===== src/rtl/vend_stock_ctrl_pkg.sv =====
// Shared constants for the vending-machine stock controller:
// command opcodes, response status codes and the controller state encoding.
package vend_stock_pkg;

    localparam logic [1:0] OP_READ    = 2'd0;
    localparam logic [1:0] OP_VEND    = 2'd1;
    localparam logic [1:0] OP_RESTOCK = 2'd2;
    localparam logic [1:0] OP_CLEAR   = 2'd3;

    localparam logic [1:0] ST_OK    = 2'd0;
    localparam logic [1:0] ST_EMPTY = 2'd1;
    localparam logic [1:0] ST_SAT   = 2'd2;

    localparam logic [2:0] S_IDLE = 3'd0;
    localparam logic [2:0] S_RD   = 3'd1;
    localparam logic [2:0] S_CAP  = 3'd2;
    localparam logic [2:0] S_WR   = 3'd3;
    localparam logic [2:0] S_CLR  = 3'd4;
    localparam logic [2:0] S_RSP  = 3'd5;

endpackage


===== src/rtl/vend_stock_ctrl_if.sv =====
// Command/response port between the vend FSM (or service port) and the
// stock controller. The master issues commands; the slave is the controller.
interface vend_stock_ctrl_if #(
    parameter int ADDR_W = 2,
    parameter int DATA_W = 4
);
    logic              req_valid;
    logic              req_ready;
    logic [1:0]        req_op;
    logic [ADDR_W-1:0] req_item;
    logic [DATA_W-1:0] req_data;
    logic              rsp_valid;
    logic [DATA_W-1:0] rsp_data;
    logic [1:0]        rsp_status;

    modport master (
        output req_valid, req_op, req_item, req_data,
        input  req_ready, rsp_valid, rsp_data, rsp_status
    );

    modport slave (
        input  req_valid, req_op, req_item, req_data,
        output req_ready, rsp_valid, rsp_data, rsp_status
    );
endinterface


===== src/rtl/vend_stock_ctrl_alu.sv =====
// Combinational count update: decrement with empty detection for VEND and
// saturating add for RESTOCK. READ and CLEAR pass the count through.
module stock_alu
    import vend_stock_pkg::*;
#(
    parameter int DATA_W = 4
) (
    input  logic [DATA_W-1:0] cnt,
    input  logic [1:0]        op,
    input  logic [DATA_W-1:0] qty,
    output logic [DATA_W-1:0] next_cnt,
    output logic [1:0]        status
);

    localparam logic [DATA_W-1:0] MAX_CNT = '1;

    logic [DATA_W:0] sum;

    // Next count and status from the current count and the command; the sum
    // carries one extra bit so an overflowing restock can be clipped.
    always_comb begin
        sum      = {1'b0, cnt} + {1'b0, qty};
        next_cnt = cnt;
        status   = ST_OK;
        case (op)
            OP_VEND: begin
                if (cnt == '0) begin
                    next_cnt = '0;
                    status   = ST_EMPTY;
                end else begin
                    next_cnt = cnt - DATA_W'(1);
                end
            end
            OP_RESTOCK: begin
                if (sum[DATA_W]) begin
                    next_cnt = MAX_CNT;
                    status   = ST_SAT;
                end else begin
                    next_cnt = sum[DATA_W-1:0];
                end
            end
            default: begin
                next_cnt = cnt;
            end
        endcase
    end

endmodule


===== src/rtl/vend_stock_ctrl.sv =====
// Stock controller: accepts one command at a time and sequences the
// read/modify/write cycles on the external single-port stock RAM, then
// returns a one-cycle response with the resulting count and status.
module vend_stock_ctrl
    import vend_stock_pkg::*;
#(
    parameter int ADDR_W = 2,
    parameter int DATA_W = 4
) (
    input  logic              clk,
    input  logic              rst_n,
    vend_stock_ctrl_if.slave  cmd,
    output logic [ADDR_W-1:0] mem_addr,
    output logic              mem_we,
    output logic [DATA_W-1:0] mem_wdata,
    input  logic [DATA_W-1:0] mem_rdata
);

    localparam logic [ADDR_W-1:0] LAST_ADDR = '1;

    logic [2:0]        state;
    logic [2:0]        next_state;
    logic              ready_q;
    logic [1:0]        op_q;
    logic [ADDR_W-1:0] item_q;
    logic [DATA_W-1:0] qty_q;
    logic [DATA_W-1:0] cnt;
    logic [ADDR_W-1:0] clr_addr;
    logic [DATA_W-1:0] rsp_data_q;
    logic [1:0]        rsp_status_q;

    logic              accept;
    logic [DATA_W-1:0] alu_cnt;
    logic [DATA_W-1:0] alu_next;
    logic [1:0]        alu_status;

    assign accept = (state == S_IDLE) && cmd.req_valid && ready_q;

    // In CAP the decision must use the RAM data that is only now arriving;
    // in WR the captured count is used because the RAM output has moved on.
    assign alu_cnt = (state == S_CAP) ? mem_rdata : cnt;

    stock_alu #(
        .DATA_W (DATA_W)
    ) u_alu (
        .cnt      (alu_cnt),
        .op       (op_q),
        .qty      (qty_q),
        .next_cnt (alu_next),
        .status   (alu_status)
    );

    // Next-state decode for the command sequencer.
    always_comb begin
        next_state = state;
        case (state)
            S_IDLE: begin
                if (accept) begin
                    next_state = (cmd.req_op == OP_CLEAR) ? S_CLR : S_RD;
                end
            end
            S_RD:  next_state = S_CAP;
            S_CAP: begin
                if ((op_q == OP_READ) || (op_q == OP_VEND && alu_status == ST_EMPTY)) begin
                    next_state = S_RSP;
                end else begin
                    next_state = S_WR;
                end
            end
            S_WR:  next_state = S_RSP;
            S_CLR: begin
                if (clr_addr == LAST_ADDR) begin
                    next_state = S_RSP;
                end
            end
            S_RSP:   next_state = S_IDLE;
            default: next_state = S_IDLE;
        endcase
    end

    // State register; ready is registered so it stays low through reset and
    // rises on the first edge after release.
    always_ff @(posedge clk or negedge rst_n) begin
        if (!rst_n) begin
            state   <= S_IDLE;
            ready_q <= 1'b0;
        end else begin
            state   <= next_state;
            ready_q <= (next_state == S_IDLE);
        end
    end

    // Latch the command fields on accept so later input changes are ignored.
    always_ff @(posedge clk or negedge rst_n) begin
        if (!rst_n) begin
            op_q   <= OP_READ;
            item_q <= '0;
            qty_q  <= '0;
        end else if (accept) begin
            op_q   <= cmd.req_op;
            item_q <= cmd.req_item;
            qty_q  <= cmd.req_data;
        end
    end

    // Capture the RAM read data and walk the clear address without wrapping.
    always_ff @(posedge clk or negedge rst_n) begin
        if (!rst_n) begin
            cnt      <= '0;
            clr_addr <= '0;
        end else begin
            if (state == S_CAP) begin
                cnt <= mem_rdata;
            end
            if (accept) begin
                clr_addr <= '0;
            end else if (state == S_CLR && clr_addr != LAST_ADDR) begin
                clr_addr <= clr_addr + ADDR_W'(1);
            end
        end
    end

    // Load the response on entry to RSP and hold it until the next response.
    always_ff @(posedge clk or negedge rst_n) begin
        if (!rst_n) begin
            rsp_data_q   <= '0;
            rsp_status_q <= ST_OK;
        end else if (next_state == S_RSP) begin
            if (state == S_CLR) begin
                rsp_data_q   <= '0;
                rsp_status_q <= ST_OK;
            end else begin
                rsp_data_q   <= alu_next;
                rsp_status_q <= alu_status;
            end
        end
    end

    // RAM bus decode straight from the state so reset drops the write at once.
    always_comb begin
        mem_addr  = '0;
        mem_we    = 1'b0;
        mem_wdata = '0;
        case (state)
            S_RD, S_CAP: mem_addr = item_q;
            S_WR: begin
                mem_addr  = item_q;
                mem_we    = 1'b1;
                mem_wdata = alu_next;
            end
            S_CLR: begin
                mem_addr = clr_addr;
                mem_we   = 1'b1;
            end
            default: mem_addr = '0;
        endcase
    end

    assign cmd.req_ready  = ready_q;
    assign cmd.rsp_valid  = (state == S_RSP);
    assign cmd.rsp_data   = rsp_data_q;
    assign cmd.rsp_status = rsp_status_q;

endmodule


===== src/flat_wrapper.sv =====
// flat-port wrapper written by rule: the top's interface ports become plain ports
module vend_stock_ctrl_flat import vend_stock_pkg::*;
#(
    parameter int ADDR_W = 2,
    parameter int DATA_W = 4
)
  (clk, rst_n, mem_addr, mem_we, mem_wdata, mem_rdata, cmd_req_valid, cmd_req_op, cmd_req_item, cmd_req_data, cmd_req_ready, cmd_rsp_valid, cmd_rsp_data, cmd_rsp_status);
  vend_stock_ctrl_if #(.ADDR_W(ADDR_W), .DATA_W(DATA_W)) cmd_i ();
  input  logic clk;
  input  logic rst_n;
  output logic [ADDR_W-1:0] mem_addr;
  output logic mem_we;
  output logic [DATA_W-1:0] mem_wdata;
  input  logic [DATA_W-1:0] mem_rdata;
  input wire logic [$bits(cmd_i.req_valid)-1:0] cmd_req_valid;
  input wire logic [$bits(cmd_i.req_op)-1:0] cmd_req_op;
  input wire logic [$bits(cmd_i.req_item)-1:0] cmd_req_item;
  input wire logic [$bits(cmd_i.req_data)-1:0] cmd_req_data;
  output wire logic [$bits(cmd_i.req_ready)-1:0] cmd_req_ready;
  output wire logic [$bits(cmd_i.rsp_valid)-1:0] cmd_rsp_valid;
  output wire logic [$bits(cmd_i.rsp_data)-1:0] cmd_rsp_data;
  output wire logic [$bits(cmd_i.rsp_status)-1:0] cmd_rsp_status;
  assign cmd_i.req_valid = cmd_req_valid;
  assign cmd_i.req_op = cmd_req_op;
  assign cmd_i.req_item = cmd_req_item;
  assign cmd_i.req_data = cmd_req_data;
  assign cmd_req_ready = cmd_i.req_ready;
  assign cmd_rsp_valid = cmd_i.rsp_valid;
  assign cmd_rsp_data = cmd_i.rsp_data;
  assign cmd_rsp_status = cmd_i.rsp_status;
  vend_stock_ctrl #(.ADDR_W(ADDR_W), .DATA_W(DATA_W)) u_core (.clk(clk), .rst_n(rst_n), .cmd(cmd_i), .mem_addr(mem_addr), .mem_we(mem_we), .mem_wdata(mem_wdata), .mem_rdata(mem_rdata));
endmodule

===== config.mk =====
export PLATFORM = sky130hd
export DESIGN_NAME = vend_stock_ctrl_flat
export DESIGN_NICKNAME = d
export VERILOG_FILES = /design/src/rtl/vend_stock_ctrl_pkg.sv /design/src/rtl/vend_stock_ctrl_if.sv /design/src/rtl/vend_stock_ctrl_alu.sv /design/src/rtl/vend_stock_ctrl.sv /design/src/flat_wrapper.sv
export SDC_FILE = /design/constraint.sdc
export NUM_CORES = 1
export LEC_CHECK = 0
export CAP_MARGIN = 25
export CELL_PAD_IN_SITES_DETAIL_PLACEMENT = 1
export CELL_PAD_IN_SITES_GLOBAL_PLACEMENT = 1
export CORE_MARGIN = 2
export CORE_UTILIZATION = 37
export DETAILED_ROUTE_END_ITERATION = 10
export GPL_TIMING_DRIVEN = 0
export PLACE_DENSITY_LB_ADDON = 0.12
export SYNTH_ARGS = -nofsm -noshare
export SYNTH_HDL_FRONTEND = slang
export SYNTH_SLANG_ARGS = --single-unit

===== constraint.sdc =====
create_clock -name clk -period 6.3 [get_ports clk]
set_input_delay 0.945 -clock clk [delete_from_list [all_inputs] [get_ports clk]]
set_output_delay 0.945 -clock clk [all_outputs]
set_load 0.03 [all_outputs]

======== Word level (Yosys, flattened, before mapping) ========
Index checks and enable logic that the tools add are counted.
operators by class
  add/sub/neg operators ................... 3
  equality and inequality tests ........... 12
  multiplexer cells ....................... 19
  reduce and logical (&&, ||, !) cells .... 12
operators by type and width
  cell                   count
  $mux W4                5
  $pmux W3 S5            1
  $mux W3                4
  $eq A3 B3 Y1 const B   3
  $mux W2                4
  $pmux W2 S2            2
  $pmux W4 S2            1
  $eq A2 B2 Y1 const B   3
  $eq A3 B2 Y1 const B   2
  $logic_not A3 Y1       2
  $add A4 B4 Y5          1
  $eq A2 B1 Y1 const B   2
  $logic_and A1 B1 Y1    4
  $logic_not A4 Y1       1
  $sub A4 B1 Y4 const B  1
  $eq A3 B1 Y1 const B   1
  $reduce_or A3 Y1       1
  $add A2 B1 Y2 const B  1
  $logic_not A2 Y1       1
  $mux W1                2
  $ne A2 B2 Y1 const B   1
  $reduce_bool A2 Y1     1
  $reduce_or A2 Y1       1
  $logic_or A1 B1 Y1     1
word-level totals
  register bits ........................... 24
  input port bits ......................... 15
  output and inout bits ................... 15

======== Depth between registers and ports, before layout ========
Gate-level depths: netlist (run 1).
  depth in word-level cells ............... 11
  depth in mapped cells ................... 12

======== Cells and area by module ========
A second synthesis (run 1) with hierarchy kept.
unflattened totals
  cells, all modules ...................... 147
  area total of the unflattened synthesis .. 1480.2 sq um
modules (own cells, without submodules)
  module           times used  cells an instance  area each (sq um)
  vend_stock_ctrl  1           99                 1123.6
  stock_alu        1           48                 356.6

======== Worst setup path after synthesis (run 1) ========
No wires, ideal clock.
  path kind ............................... flip-flop to output port
  from .................................... register u_core.state[2]
  to ...................................... output port mem_wdata[1]
  arrival time ............................ 2.925 ns
  data required time ...................... 5.355 ns
  path slack .............................. 2.430 ns
  cell stages (with the launch flop) ...... 10
  buffers on the path ..................... 1
  cells stage by stage .................... dfrtp_1 -> buf_4 -> nor3b_4 -> mux2_2 -> ha_1 -> inv_1 -> fa_1 -> o21ai_0 -> nor2_1 -> a211oi_1
between the ends
  cells in the longest elaborated chain, start to end .. 6
RTL lines
  element                                      RTL line                                              text
  from (decl)                                  vend_stock_ctrl.sv:21                                 logic [2:0] state;
  from (signal assigned)                       vend_stock_ctrl.sv:88                                 state <= next_state;
  $eq A3 B2 Y1 *                               vend_stock_ctrl.sv:41                                 assign alu_cnt = (state == S_CAP) ? mem_rdata : cnt;
  $mux W4 *                                    --
  named net u_core.alu_cnt[0]                  vend_stock_ctrl.sv:33                                 logic [DATA_W-1:0] alu_cnt;
  $add A4 B4 Y5, or another cell as far along  vend_stock_ctrl_alu.sv:22                             sum = {1'b0, cnt} + {1'b0, qty};
  $mux W4 (on tied branches)                   vend_stock_ctrl_alu.sv:35, vend_stock_ctrl_alu.sv:27
  $pmux W4 S2 *                                vend_stock_ctrl_alu.sv:25                             case (op)
  $mux W4 *                                    vend_stock_ctrl.sv:144                                case (state)
  to (decl)                                    flat_wrapper.sv:13                                    output logic [DATA_W-1:0] mem_wdata;
Mark *: on every way through the listed nets, which the timed path passes. The rest lies on a longest branch.

======== Final worst setup path (run 1) ========
  from .................................... input port mem_rdata[0]
  to ...................................... output port mem_wdata[0]
between the ends
  cells in the longest elaborated chain, start to end .. 5
RTL lines
  element                                      RTL line                                              text
  from (decl)                                  flat_wrapper.sv:14                                    input logic [DATA_W-1:0] mem_rdata;
  $mux W4 *                                    --
  named net u_core.alu_cnt[0]                  vend_stock_ctrl.sv:33
  $add A4 B4 Y5, or another cell as far along  vend_stock_ctrl_alu.sv:22
  $mux W4 (on tied branches)                   vend_stock_ctrl_alu.sv:35, vend_stock_ctrl_alu.sv:27
  $pmux W4 S2 *                                vend_stock_ctrl_alu.sv:25
  $mux W4 *                                    vend_stock_ctrl.sv:144
Marked as above.

==> metrics.txt, run 1 <==
CTS tree yes; Synth Area per Inst 9.276 sq um; worst skew pair latency 0.27 ns; antenna viol nets, final 0; worst-margin pin slew 0.4687 ns; slowest CP cell clkdlybuf4s50_1; WL/cell 15.43 um; Worst Setup SP mem_rdata[0]; Std-Cell Rows 23; post-CTS sizing 0; startpoint types primary input; Mapped Nets 187; synth top area cells dfrtp_1, ha_1, mux2_2, o21ai_0, nor2_1; sequential fraction of the synthesis area 0.3997; # IOs 30; first-pass GRT wire length 6403 um; number of max-cap violations 0; initial DRC count 27; Die Area 4587 sq um; Slew Viols, Final 0; yosys warns 0; Worst setup EP type primary output; Final Skew 0.005738 ns; PwrDens 547.2 nW/um^2; Tcrit/Tclk final 0.7537; final HPWL from detailed placement 3179 um; clk root buf clkbuf_8; Post-Synthesis Cells 162; Core ar. 3943 sq um; Initial Util 0.3811; Buf/Inv on CP 3; Mapped Area 1503 sq um; Die Span Y 67.73 um; Total Wirelength 3797 um; critical path depth 11; gr ovfl total 0; Total Routing Usage GR 0.1909; worst reg2reg path depth 12; Fmax 210.6 MHz; hold_ws 0.4957 ns; share of cells above drive strength 1 0.1276; r2r startpoint u_core.state[2]; Post-synth EDFFs 0; fill cell count 451; Residual DRC 0; CTS H-tree lvls 1; CP required 5.35 ns; capture point of the worst path mem_wdata[0]; cts bufs inserted 3; Pleak 0.0008264 uW; crit path cell chain clkdlybuf4s50_1 > mux2_2 > ha_1 > inv_1 > fa_1 > nand2b_1 > a21oi_1 > a21oi_1 > o311a_1 > nor3_1 > clkdlybuf4s50_1; final setup vio count 0; Area Overhead vs Synth 28.98%; outcome finished, final reports clean; clk buf depth 2; hold-critical path depth 1; Tmin final 4.748 ns; Final nets 222; Post-CTS Setup Inserts 0; headroom to the max-slew limit 0.6856; worst reg-to-reg setup slack 2.73 ns; Antenna diodes 0; DR pass1 iterations 4; Synth Register Bits 24; Max VDD drop 0.1993 mV; CP max FO 5; count of cell types in the netlist 39; crit path DAT 3.80 ns; number of global-route vias before repair 1,371; DR vias/cell 5.455; largest stage delay on the critical path 0.70 ns; RR Endpoint u_core.cmd.rsp_data[1]; share of synthesized registers carrying an async set or reset 1.000; Clock transition at path regs 0.08 ns; DIE WIDTH 67.73 um; Setup CP Type primary input to primary output; final hold violations 0; final estimated routing congestion in global placement 0.7845; Clock Sinks 24; largest net degree at the start of global routing 19; Port-buffer cells 29; post-synth top area share 0.3997; Top delay family on crit path buffers and inverters; initial antenna violation count 0; leading area contributor after synthesis dfrtp_1; Vias 1,342; # hold bufs at CTS 0; worst hold path type register to register; ys flop type dfrtp_1; Setup TNS 0 ns; RSZ-0062 raised after global routing no
registers in the layout, summed over array words and instances (netlist names):
name and flops:
u_core.cmd.rsp_data 4, u_core.cnt 4, u_core.item_q 2, u_core.state 3
u_core.clr_addr 2, u_core.qty_q 4, u_core.op_q 2, u_core.cmd.req_ready 1
u_core.cmd.rsp_status 2
through the flow:
step	worst slack (ns)	cells	util	power (uW)	instance area (sq um)
final	1.552	246	0.4916	1061	1938
after global routing	1.356	246	0.4916	1164	1938
after CTS	1.549	246	0.4916	1071	1938
after detailed placement	1.544	242	0.4776	960.1	1883
after global placement	1.623	241	0.4706	923.0	1856
after floorplan	2.430	162	-	745.0	1503
cells by family (layout without fill, tap and decap cells):
group / Yosys count / in the layout / synth area share
xor gates and xnor gates: 1 / 1 / 0.005830
DFF: 24 / 24 / 0.3997
muxes: 12 / 12 / 0.09076
AOI/OAI and AO/OA: 38 / 38 / 0.1607
and+or+nand+nor: 59 / 59 / 0.2048
buffers and inverters: 18 / 52 / 0.04996
adders and majority gates: 10 / 10 / 0.08826
cell type report:
type / count / area [sq um] / area share
multi-input cells: 120 / 827.0 / 0.4267
flip-flops and latches: 24 / 600.6 / 0.3099
repair buffers: 30 / 317.8 / 0.1640
well taps: 50 / 62.56 / 0.03228
clock buffers: 4 / 55.05 / 0.02841
inverters: 13 / 50.05 / 0.02582
plain buffers: 5 / 25.02 / 0.01291
routing by layer:
layer  vias to the layer above  part of all wire  global-route usage
met3                         4             0.045             0.02833
met4                         0             0.015             0.08673
li1                        647                 -                   -
met1                       656              0.44              0.2308
met5                         -                 0                   0
met2                        35              0.50              0.3321
cells in the final DEF (no fill, tap or decap), types with 3 or more instances in the layout:
master | netlist | layout
ha_1 | 9 | 9
clkdlybuf4s50_1 | 0 | 29
o21ai_0 | 14 | 14
nand4_1 | 4 | 4
mux2_2 | 9 | 9
nor3_1 | 5 | 5
nand3_1 | 8 | 8
a211oi_1 | 3 | 3
nand2b_1 | 4 | 4
clkbuf_8 | 0 | 4
a21oi_1 | 8 | 8
nand2_1 | 12 | 12
nor2_1 | 15 | 15
dfrtp_1 | 24 | 24
inv_1 | 12 | 12
Yosys cell counts, types with 2 or more instances:
cell type / number
mux2i_1: 2
dfrtp_1: 24
nand4_1: 4
nor3_1: 5
nand3_1: 8
nor2b_1: 2
and3_1: 2
o41ai_1: 2
nor2_1: 15
buf_2: 2
mux2_2: 9
nand2b_1: 4
clkbuf_1: 2
a31oi_1: 2
nand2_1: 12
o2bb2ai_1: 2
a211oi_1: 3
ha_1: 9
or2_2: 2
inv_1: 12
o21ai_0: 14
a21oi_1: 8
power by group:
part / leakage (uW) / total [uW] / internal [uW] / switching (uW)
Clock: 0.0000288 / 105 / 55.8 / 49.1
Sequential: 0.000299 / 268 / 225 / 42.3
Combinational: 0.000499 / 688 / 278 / 410
Total: 0.000826 / 1060 / 559 / 502
how the worst min path moves through the flow:
stage	start	to	slack [ns]
6_report	u_core.cmd.rsp_data[3]	u_core.cmd.rsp_data[3]	0.50
5_1_grt	u_core.cmd.rsp_data[2]	u_core.cmd.rsp_data[2]	0.51
4_1_cts	u_core.cmd.rsp_data[3]	u_core.cmd.rsp_data[3]	0.50
3_5_place_dp	u_core.cmd.rsp_data[3]	u_core.cmd.rsp_data[3]	0.48
3_3_place_gp	u_core.cmd.rsp_data[3]	u_core.cmd.rsp_data[3]	0.48
2_1_floorplan	u_core.item_q[0]	u_core.item_q[0]	0.48
No activity file was read; power rests on OpenSTA's default activity.
==> run 2: changes to the inputs <==
==> constraint.sdc (replaced) <==
create_clock -name clk -period 4.9 [get_ports clk]
set_input_delay 0.735 -clock clk [delete_from_list [all_inputs] [get_ports clk]]
set_output_delay 0.735 -clock clk [all_outputs]
set_load 0.03 [all_outputs]
==> results of run 2 <==
The final DEF is identical to that of run 1. Status: finished, final reports clean.
Among the figures that moved: setup slack after placement 1.544 ns -> 0.5637 ns; clock-pin slew on the worst setup and hold paths 0.08 ns -> 0.09 ns; setup slack after layout 1.552 ns -> 0.3894 ns; start point of the critical path mem_rdata[0] -> u_core.state[2]; end point of the critical path mem_wdata[0] -> mem_wdata[3]; register-to-register setup slack 2.73 ns -> 1.33 ns; total power 1061 uW -> 1364 uW; worst IR drop on VDD 0.1993 mV -> 0.2562 mV
